### src/rtl/conv_tx_pkg.sv
// Shared constants for the framed convolutional encoder and its decoder bench.
// Holds the default code (K=3, octal 7/5), FSM state codes and the parity helper.
package conv_tx_pkg;

   localparam int         K_DEF         = 3;
   localparam logic [2:0] G0_DEF        = 3'b111;
   localparam logic [2:0] G1_DEF        = 3'b101;
   localparam int         FRAME_LEN_DEF = 256;
   localparam int         MAX_K         = 9;

   localparam logic [1:0] ST_IDLE = 2'd0;
   localparam logic [1:0] ST_DATA = 2'd1;
   localparam logic [1:0] ST_TAIL = 2'd2;

   function automatic logic parity(input logic [MAX_K-1:0] v);
      return ^v;
   endfunction

endpackage

### src/rtl/conv_enc_core.sv
// Rate-1/2 encoder datapath: shift register plus combinational generator parities.
// sym_o reflects bit_i in the same cycle; no backpressure, shifts only on shift_en.
module conv_enc_core
   import conv_tx_pkg::*;
#(
   parameter int             K  = K_DEF,
   parameter logic [K-1:0]   G0 = G0_DEF,
   parameter logic [K-1:0]   G1 = G1_DEF
) (
   input  logic       clk,
   input  logic       rst,
   input  logic       clr,
   input  logic       shift_en,
   input  logic       bit_i,
   output logic [1:0] sym_o
);

   logic [K-2:0] sr;
   logic [K-1:0] w;

   // sr[K-2] is the most recent previous bit, so the window is {bit, sr}.
   assign w     = {bit_i, sr};
   assign sym_o = {parity(MAX_K'(w & G0)), parity(MAX_K'(w & G1))};

   always_ff @(posedge clk or negedge rst) begin
      if (!rst) begin
         sr <= '0;
      end else if (clr) begin
         sr <= '0;
      end else if (shift_en) begin
         sr <= w[K-1:1];
      end
   end

endmodule

### src/rtl/conv_tx_framer.sv
// Framed convolutional encoder: FRAME_LEN info bits then K-1 zero tail bits per frame.
// Outputs registered (1 cycle); input stalls during tail, no output backpressure.
module conv_tx_framer
   import conv_tx_pkg::*;
#(
   parameter int           K         = K_DEF,
   parameter logic [K-1:0] G0        = G0_DEF,
   parameter logic [K-1:0] G1        = G1_DEF,
   parameter int           FRAME_LEN = FRAME_LEN_DEF,
   parameter int           CNT_W     = 16
) (
   input  logic             clk,
   input  logic             rst,
   input  logic             in_valid_i,
   output logic             in_ready_o,
   input  logic             d_in,
   input  logic             abort_i,
   output logic             valid_o,
   output logic [1:0]       d_out,
   output logic             sof_o,
   output logic             eof_o,
   output logic             busy_o,
   output logic [CNT_W-1:0] frame_cnt_o
);

   localparam int BC_W = $clog2(FRAME_LEN + 1);
   localparam int TC_W = (K > 2) ? $clog2(K - 1) : 1;
   localparam logic [BC_W-1:0] LAST_BIT  = BC_W'(FRAME_LEN - 1);
   localparam logic [TC_W-1:0] LAST_TAIL = TC_W'(K - 2);

   logic [1:0]      state;
   logic [BC_W-1:0] bit_cnt;
   logic [TC_W-1:0] tail_cnt;
   logic [1:0]      sym;
   logic            accept;
   logic            tail_step;
   logic            tail_last;
   logic            shift_en;
   logic            enc_bit;

   assign in_ready_o = (state != ST_TAIL);
   assign busy_o     = (state != ST_IDLE);
   assign accept     = in_valid_i && in_ready_o && !abort_i;
   assign tail_step  = (state == ST_TAIL) && !abort_i;
   assign tail_last  = tail_step && (tail_cnt == LAST_TAIL);
   assign shift_en   = accept || tail_step;
   assign enc_bit    = (state == ST_TAIL) ? 1'b0 : d_in;

   // Clearing on the last tail cycle guarantees the next frame starts from state 0.
   conv_enc_core #(.K(K), .G0(G0), .G1(G1)) u_core (
      .clk      (clk),
      .rst      (rst),
      .clr      (abort_i || tail_last),
      .shift_en (shift_en),
      .bit_i    (enc_bit),
      .sym_o    (sym)
   );

   always_ff @(posedge clk or negedge rst) begin
      if (!rst) begin
         state       <= ST_IDLE;
         bit_cnt     <= '0;
         tail_cnt    <= '0;
         frame_cnt_o <= '0;
      end else if (abort_i) begin
         state    <= ST_IDLE;
         bit_cnt  <= '0;
         tail_cnt <= '0;
      end else begin
         case (state)
            ST_IDLE: begin
               if (accept) begin
                  bit_cnt <= BC_W'(1);
                  state   <= (FRAME_LEN == 1) ? ST_TAIL : ST_DATA;
               end
            end
            ST_DATA: begin
               if (accept) begin
                  bit_cnt <= bit_cnt + 1'b1;
                  if (bit_cnt == LAST_BIT) state <= ST_TAIL;
               end
            end
            ST_TAIL: begin
               if (tail_last) begin
                  state       <= ST_IDLE;
                  bit_cnt     <= '0;
                  tail_cnt    <= '0;
                  frame_cnt_o <= frame_cnt_o + 1'b1;
               end else begin
                  tail_cnt <= tail_cnt + 1'b1;
               end
            end
            default: state <= ST_IDLE;
         endcase
      end
   end

   always_ff @(posedge clk or negedge rst) begin
      if (!rst) begin
         valid_o <= 1'b0;
         sof_o   <= 1'b0;
         eof_o   <= 1'b0;
         d_out   <= 2'b00;
      end else begin
         valid_o <= shift_en;
         sof_o   <= accept && (state == ST_IDLE);
         eof_o   <= tail_last;
         if (shift_en) d_out <= sym;
      end
   end

endmodule

### config.mk
export PLATFORM = sky130hd
export DESIGN_NAME = conv_tx_framer
export DESIGN_NICKNAME = d
export VERILOG_FILES = /design/src/rtl/conv_tx_pkg.sv /design/src/rtl/conv_enc_core.sv /design/src/rtl/conv_tx_framer.sv
export SDC_FILE = /design/constraint.sdc
export NUM_CORES = 1
export LEC_CHECK = 0
export CORE_UTILIZATION = 45
export DETAILED_ROUTE_END_ITERATION = 10
export PLACE_DENSITY = 0.69
export SLEW_MARGIN = 20
export SYNTH_ARGS = -nofsm -noshare
export SYNTH_HDL_FRONTEND = slang
export SYNTH_SLANG_ARGS = --single-unit
### constraint.sdc
create_clock -name clk -period 2.9 [get_ports clk]
set_input_delay 0.87 -clock clk [delete_from_list [all_inputs] [get_ports clk]]
set_output_delay 0.87 -clock clk [all_outputs]
set_load 0.05 [all_outputs]
==> flow_summary.json, run 1 <==
{
  "outcome": "completed",
  "setup_viol": 0,
  "dp_slack_ps": 392.2,
  "grt_pass1_vias": 1288,
  "gr-usage-all-layers_pct": 18.38,
  "die_y_um": 65.12,
  "ir_drop_mv": 0.5338,
  "yosysWarningCount": 0,
  "clock-sinks": 35,
  "synth.distinct_cells": 40,
  "ys_seq_area_share_pct": 48.85,
  "reg2reg_depth": 9,
  "port_buffers": 27,
  "clock_latency_ps": 280,
  "setup_tns_ps": 0,
  "worst_slack_ps": 385.6,
  "vias_per_cell": 5.398,
  "yosysMostFrequentCell": "dfrtp_1",
  "cts_tree": "done",
  "die_w_um": 65.12,
  "hold_class": "reg2reg",
  "routed-wl-met2_mm": 1.573,
  "skew_ps": 5.655,
  "rows": 22,
  "cts_root_buf": "clkbuf_8",
  "num_vias": 1344,
  "timing.max_cap.violations": 0,
  "synth_seq_cells": 35,
  "critPathKind": "reg2out",
  "top_signal_layer_used": "met4",
  "cellPowerDensity_mw_per_mm2": 701.1,
  "whs_ps": 486.7,
  "clk_path_buf_depth": 2,
  "layout-drive-gt1-share_pct": 11.44,
  "arrival_ps": 1640,
  "grt_pass1_wl_mm": 5.934,
  "leakagePower_nw": 1.001,
  "area_growth_syn_to_layout_pct": 24.35,
  "relSlewSlack_pct": 65.06,
  "grt_overflow": 0,
  "synth_flop_cell": "dfrtp_1",
  "fmax_ghz": 0.3977,
  "wl_per_cell_um": 13.38,
  "wl_met1_mm": 1.575,
  "post_synth.cell_area_avg_um2": 10.67,
  "routed_wl_mm": 3.331,
  "die-area_mm2": 0.004241,
  "fin_util_pct": 59.56,
  "core-area_mm2": 0.003744,
  "start_util_pct": 47.89,
  "ys_top_cells_by_count": "dfrtp_1 (35), nand2_1 (13), xnor2_1 (13)",
  "ios": 28,
  "rsz0062_at_grt": "false",
  "drt-initial-drc-count": 66,
  "worst_pin_slew_ps": 524.1,
  "ant_nets": 0,
  "antenna_found_initial": 0,
  "postCtsSetupBuffers": 0,
  "gp_congestion": 0.7596,
  "num_antenna_cells": 0,
  "cts_htree_levels": 2,
  "grt_max_degree": 36,
  "clk_pin_slew_worst_paths_ps": 70,
  "required_ps": 2030,
  "hold_viol": 0,
  "dr.pass1.iters": 4,
  "cp_max_fo": 15,
  "finalCritPeriodShare_pct": 86.70,
  "layout.nets": 212,
  "synth_area_leader_cell": "dfrtp_1",
  "syn_inst": 168,
  "wl_met3_um": 134,
  "holdPathStages": 1,
  "synth_async_sr_flop_share_pct": 100.0,
  "endpoint_kind": "primary output",
  "cp-start-kind": "flop",
  "fin_crit_ps": 2514,
  "fin_total_pwr_mw": 1.563,
  "synthTopCellsByArea": "dfrtp_1 (49%), xnor2_1 (6.4%), ha_1 (4.9%)",
  "syn_nets": 180,
  "drv_slew": 0,
  "dpl.hpwl_mm": 2.386,
  "syn_area_mm2": 0.001793,
  "cts-buffers-inserted": 5,
  "synth_edf_count": 0,
  "drc": 0,
  "synth_top_area_share_pct": 48.85
}
-- critical path, stage by stage, from the launching register on --
cell	delay (ps)
dfrtp_1	430
inv_1	100
ha_1	490
inv_1	120
buf_4	220
-- registers in the layout, indices dropped and copies added, names as in the netlist --
name / cells
frame_cnt_o: 16
bit_cnt: 9
d_out: 2
state: 2
u_core.sr: 2
eof_o: 1
sof_o: 1
tail_cnt: 1
valid_o: 1
-- routing by layer --
| layer | vias to the layer above | track usage (%) |
|---|---|---|
| met5 | - | 0 |
| met4 | 0 | 6.522 |
| met3 | 7 | 5.208 |
| met2 | 23 | 30.21 |
| met1 | 662 | 23.11 |
| li1 | 652 | - |
-- metrics by stage --
| step | instances | cell area, um2 |
|---|---|---|
| final | 249 | 2230 |
| after global routing | 249 | 2230 |
| after CTS | 249 | 2227 |
| after detailed placement | 241 | 2110 |
| after global placement | 241 | 2110 |
| after floorplan | 168 | 1793 |
-- report_power, final --
group | internal [mW] | switching [mW]
logic | 0.191 | 0.327
registers | 0.539 | 0.0559
clock network | 0.278 | 0.173
total | 1.01 | 0.555
-- cells in the final DEF, fill, tap and decap left out, types with 6 or more instances in the layout --
| cell type | instances |
|---|---|
| clkbuf_8 | 6 |
| clkdlybuf4s50_1 | 25 |
| dfrtp_1 | 35 |
| ha_1 | 7 |
| inv_1 | 7 |
| nand2_1 | 13 |
| nand3_1 | 6 |
| nor2_1 | 10 |
| xnor2_1 | 13 |
-- what timing repair did --
| item | in CTS | in global routing |
|---|---|---|
| endpoints found under the setup margin | 0 | 1 |
| resized for setup | 0 | 1 |
| hold buffers | 0 | 0 |
| hold endpoints to repair | 0 | 0 |
-- layout make-up --
class,instances,area (um2)
tap,48,60.06
clock buffer,6,82.58
clock inverter,2,35.03
inverter,9,33.78
timing repair buffer,29,285.3
fill,347,1514
sequential,35,875.8
multi-input combinational,120,857.1
-- cells by family (layout without fill, tap and decap cells) --
group           count (synthesis)  count (layout)  share of synthesized area [%]
mux                             6               6                          3.559
compound gates                 26              26                          9.491
xor+xnor                       18              18                          8.793
flops                          35              35                          48.85
buf+inv                        13              46                          3.350
simple gates                   63              63                          21.08
fa+ha+maj                       7               7                          4.885
-- path summary, 6_finish.rpt --
kind,from,end,slack (ps)
max,state[0],in_ready_o,390
min,frame_cnt_o[15],frame_cnt_o[15],490
max reg2reg,bit_cnt[0],state[0],550
min reg2reg,frame_cnt_o[15],frame_cnt_o[15],490
max in group asynchronous,rst,bit_cnt[2],1590
min in group asynchronous,rst,eof_o,990
Power figures use the tool's default switching activity.
==> run 2: changes to the inputs <==
--- a/config.mk
+++ b/config.mk
@@ -5,9 +5,10 @@
 export SDC_FILE = /design/constraint.sdc
 export NUM_CORES = 1
 export LEC_CHECK = 0
+export ABC_AREA = 1
 export CORE_UTILIZATION = 45
 export DETAILED_ROUTE_END_ITERATION = 10
-export PLACE_DENSITY = 0.69
+export PLACE_DENSITY = 0.68
 export SLEW_MARGIN = 20
 export SYNTH_ARGS = -nofsm -noshare
 export SYNTH_HDL_FRONTEND = slang
==> flow_summary.json, run 2 <==
{
  "yosysMostFrequentCell": "nand2_1",
  "area_growth_syn_to_layout_pct": 22.08,
  "setup_viol": 0,
  "syn_area_mm2": 0.001921,
  "synth_top_area_share_pct": 45.60,
  "hold_class": "reg2reg",
  "drt-initial-drc-count": 61,
  "timing.max_cap.violations": 0,
  "grt_overflow": 0,
  "worst_pin_slew_ps": 503.6,
  "cp_max_fo": 4,
  "grt_pass1_vias": 1494,
  "clk_path_buf_depth": 2,
  "required_ps": 2030,
  "die_y_um": 67.33,
  "synth_seq_cells": 35,
  "core-area_mm2": 0.004058,
  "grt_pass1_wl_mm": 6.465,
  "num_vias": 1622,
  "syn_nets": 269,
  "synth_edf_count": 0,
  "dp_slack_ps": 333.7,
  "rsz0062_at_grt": "false",
  "design_area_mm2": 0.002345,
  "fmax_ghz": 0.3698,
  "clk_pin_slew_worst_paths_ps": 70,
  "antenna_found_initial": 0,
  "synth_compound_area_share_pct": 4.300,
  "skew_ps": 8.752,
  "ios": 28,
  "drv_slew": 0,
  "synthTopCellsByArea": "dfrtp_1 (46%), nand2_1 (18%), inv_1 (6.4%)",
  "final_cell_mix": "nand2_1 (91), dfrtp_1 (35), inv_1 (33)",
  "muxShareOfSynthArea_pct": 0,
  "outcome": "completed",
  "arrival_ps": 1830,
  "largest_reg_flops": 16,
  "synth.distinct_cells": 21,
  "clock-sinks": 35,
  "ys_seq_area_share_pct": 45.60,
  "synth_flop_cell": "dfrtp_1",
  "routed_wl_mm": 3.731,
  "synthAdderAreaFrac_pct": 4.560,
  "nFillCells": 379,
  "ys_top_cells_by_count": "nand2_1 (91), dfrtp_1 (35), inv_1 (33)",
  "synth_async_sr_flop_share_pct": 100.0,
  "endpoint_kind": "primary output",
  "rows": 23,
  "leakagePower_nw": 1.156,
  "postCtsSetupBuffers": 0,
  "cellPowerDensity_mw_per_mm2": 690.3,
  "gp_congestion": 0.8264,
  "synth_xor_xnor_area_share_pct": 5.016,
  "fin_total_pwr_mw": 1.619,
  "ir_drop_mv": 0.6431,
  "cts_tree": "done",
  "reg_top3": "frame_cnt_o (16), bit_cnt (9)",
  "wl_per_cell_um": 10.88,
  "post_synth.cell_area_avg_um2": 7.473,
  "cts_root_buf": "clkbuf_8",
  "place_area_mm2": 0.002257,
  "layout-drive-gt1-share_pct": 4.778,
  "dpl.hpwl_mm": 2.795,
  "die_w_um": 67.33,
  "fin_crit_ps": 2704,
  "yosys.area_share.simple_pct": 33.29,
  "yosysWarningCount": 0,
  "die-area_mm2": 0.004533,
  "gr-usage-all-layers_pct": 19.33,
  "grt_max_degree": 36,
  "cts-buffers-inserted": 5,
  "fin_util_pct": 57.79,
  "num_antenna_cells": 0,
  "relSlewSlack_pct": 66.32,
  "finalCritPeriodShare_pct": 93.25,
  "syn_inst": 257,
  "cts_htree_levels": 2,
  "setup_tns_ps": 0,
  "clock_latency_ps": 290,
  "drc": 0,
  "vias_per_cell": 4.729,
  "port_buffers": 27,
  "synth_area_leader_cell": "dfrtp_1",
  "critPathKind": "reg2out",
  "regMostFlops": "frame_cnt_o",
  "dr.pass1.iters": 4,
  "synth_top_family_by_area": "simple AND/OR/NAND/NOR gates",
  "hold_viol": 0,
  "layout.nets": 304,
  "ant_nets": 0,
  "start_util_pct": 47.33,
  "final_common_cell": "nand2_1",
  "worst_slack_ps": 195.7,
  "cp-start-kind": "flop"
}
==> run 2: path summary, 6_finish.rpt <==
kind                                   to  slack, ps     start  depth (start not counted)
min in group asynchronous  frame_cnt_o[6]        980       rst                          2
hold / removal                   d_out[1]        490  d_out[1]                          2
max in group asynchronous      bit_cnt[7]       1590       rst                          2
hold reg to reg                  d_out[1]        490  d_out[1]                          2
setup / recovery                   busy_o        200  state[0]                          4
setup reg to reg               bit_cnt[0]       1060  state[0]                         10
==> run 2: through the flow <==
step	hold WS [ps]	std cells
global placement	471.3	335
detailed placement	467.9	335
CTS	495.0	343
finish	485.3	343
floorplan	477.9	257
global route	508.2	343
==> run 2: routing by layer <==
layer / global-route usage [%] / vias to the layer above / wire, um
met1: 25.61 / 718 / 1848
li1: - / 870 / -
met4: 7.181 / 0 / 60
met3: 5.068 / 6 / 150
met5: 0 / - / 0
met2: 30.13 / 28 / 1672
==> run 2: critical path, cell delays in order (launching register included) <==
cell and delay [ps]:
dfrtp_1 390, inv_1 80, ha_1 230, inv_1 60
clkdlybuf4s50_1 790
==> run 2: report_power, final <==
group	switching (mW)	internal [mW]	leakage, nW
sequential	0.0577	0.556	0.460
combinational	0.454	0.206	0.655
clock	0.176	0.168	0.0412
==> run 2: area by class of cell <==
class	count	area, um2	share of cell area (%)
clock buffer	6	72.57	3.095
clock inverter	2	12.51	0.5336
inverter	34	127.6	5.443
multi-input combinational	187	905.9	38.63
sequential	35	875.8	37.35
tap	50	62.56	2.668
timing repair buffer	29	287.8	12.27
==> run 2: cells by family (layout without fill, tap and decap cells) <==
group	after synthesis	after routing
XOR/XNOR	11	11
AO/OA/AOI/OAI	16	16
adder cells (fa/ha/maj)	7	7
AND/OR/NAND/NOR	153	153
flip-flops	35	35
buffers and inverters	35	71
==> run 2: repair_timing <==
action,in CTS,in global routing
endpoints found under the setup margin,0,1
gates resized for setup,0,1
endpoints found under the hold margin,0,0
hold buffers,0,0
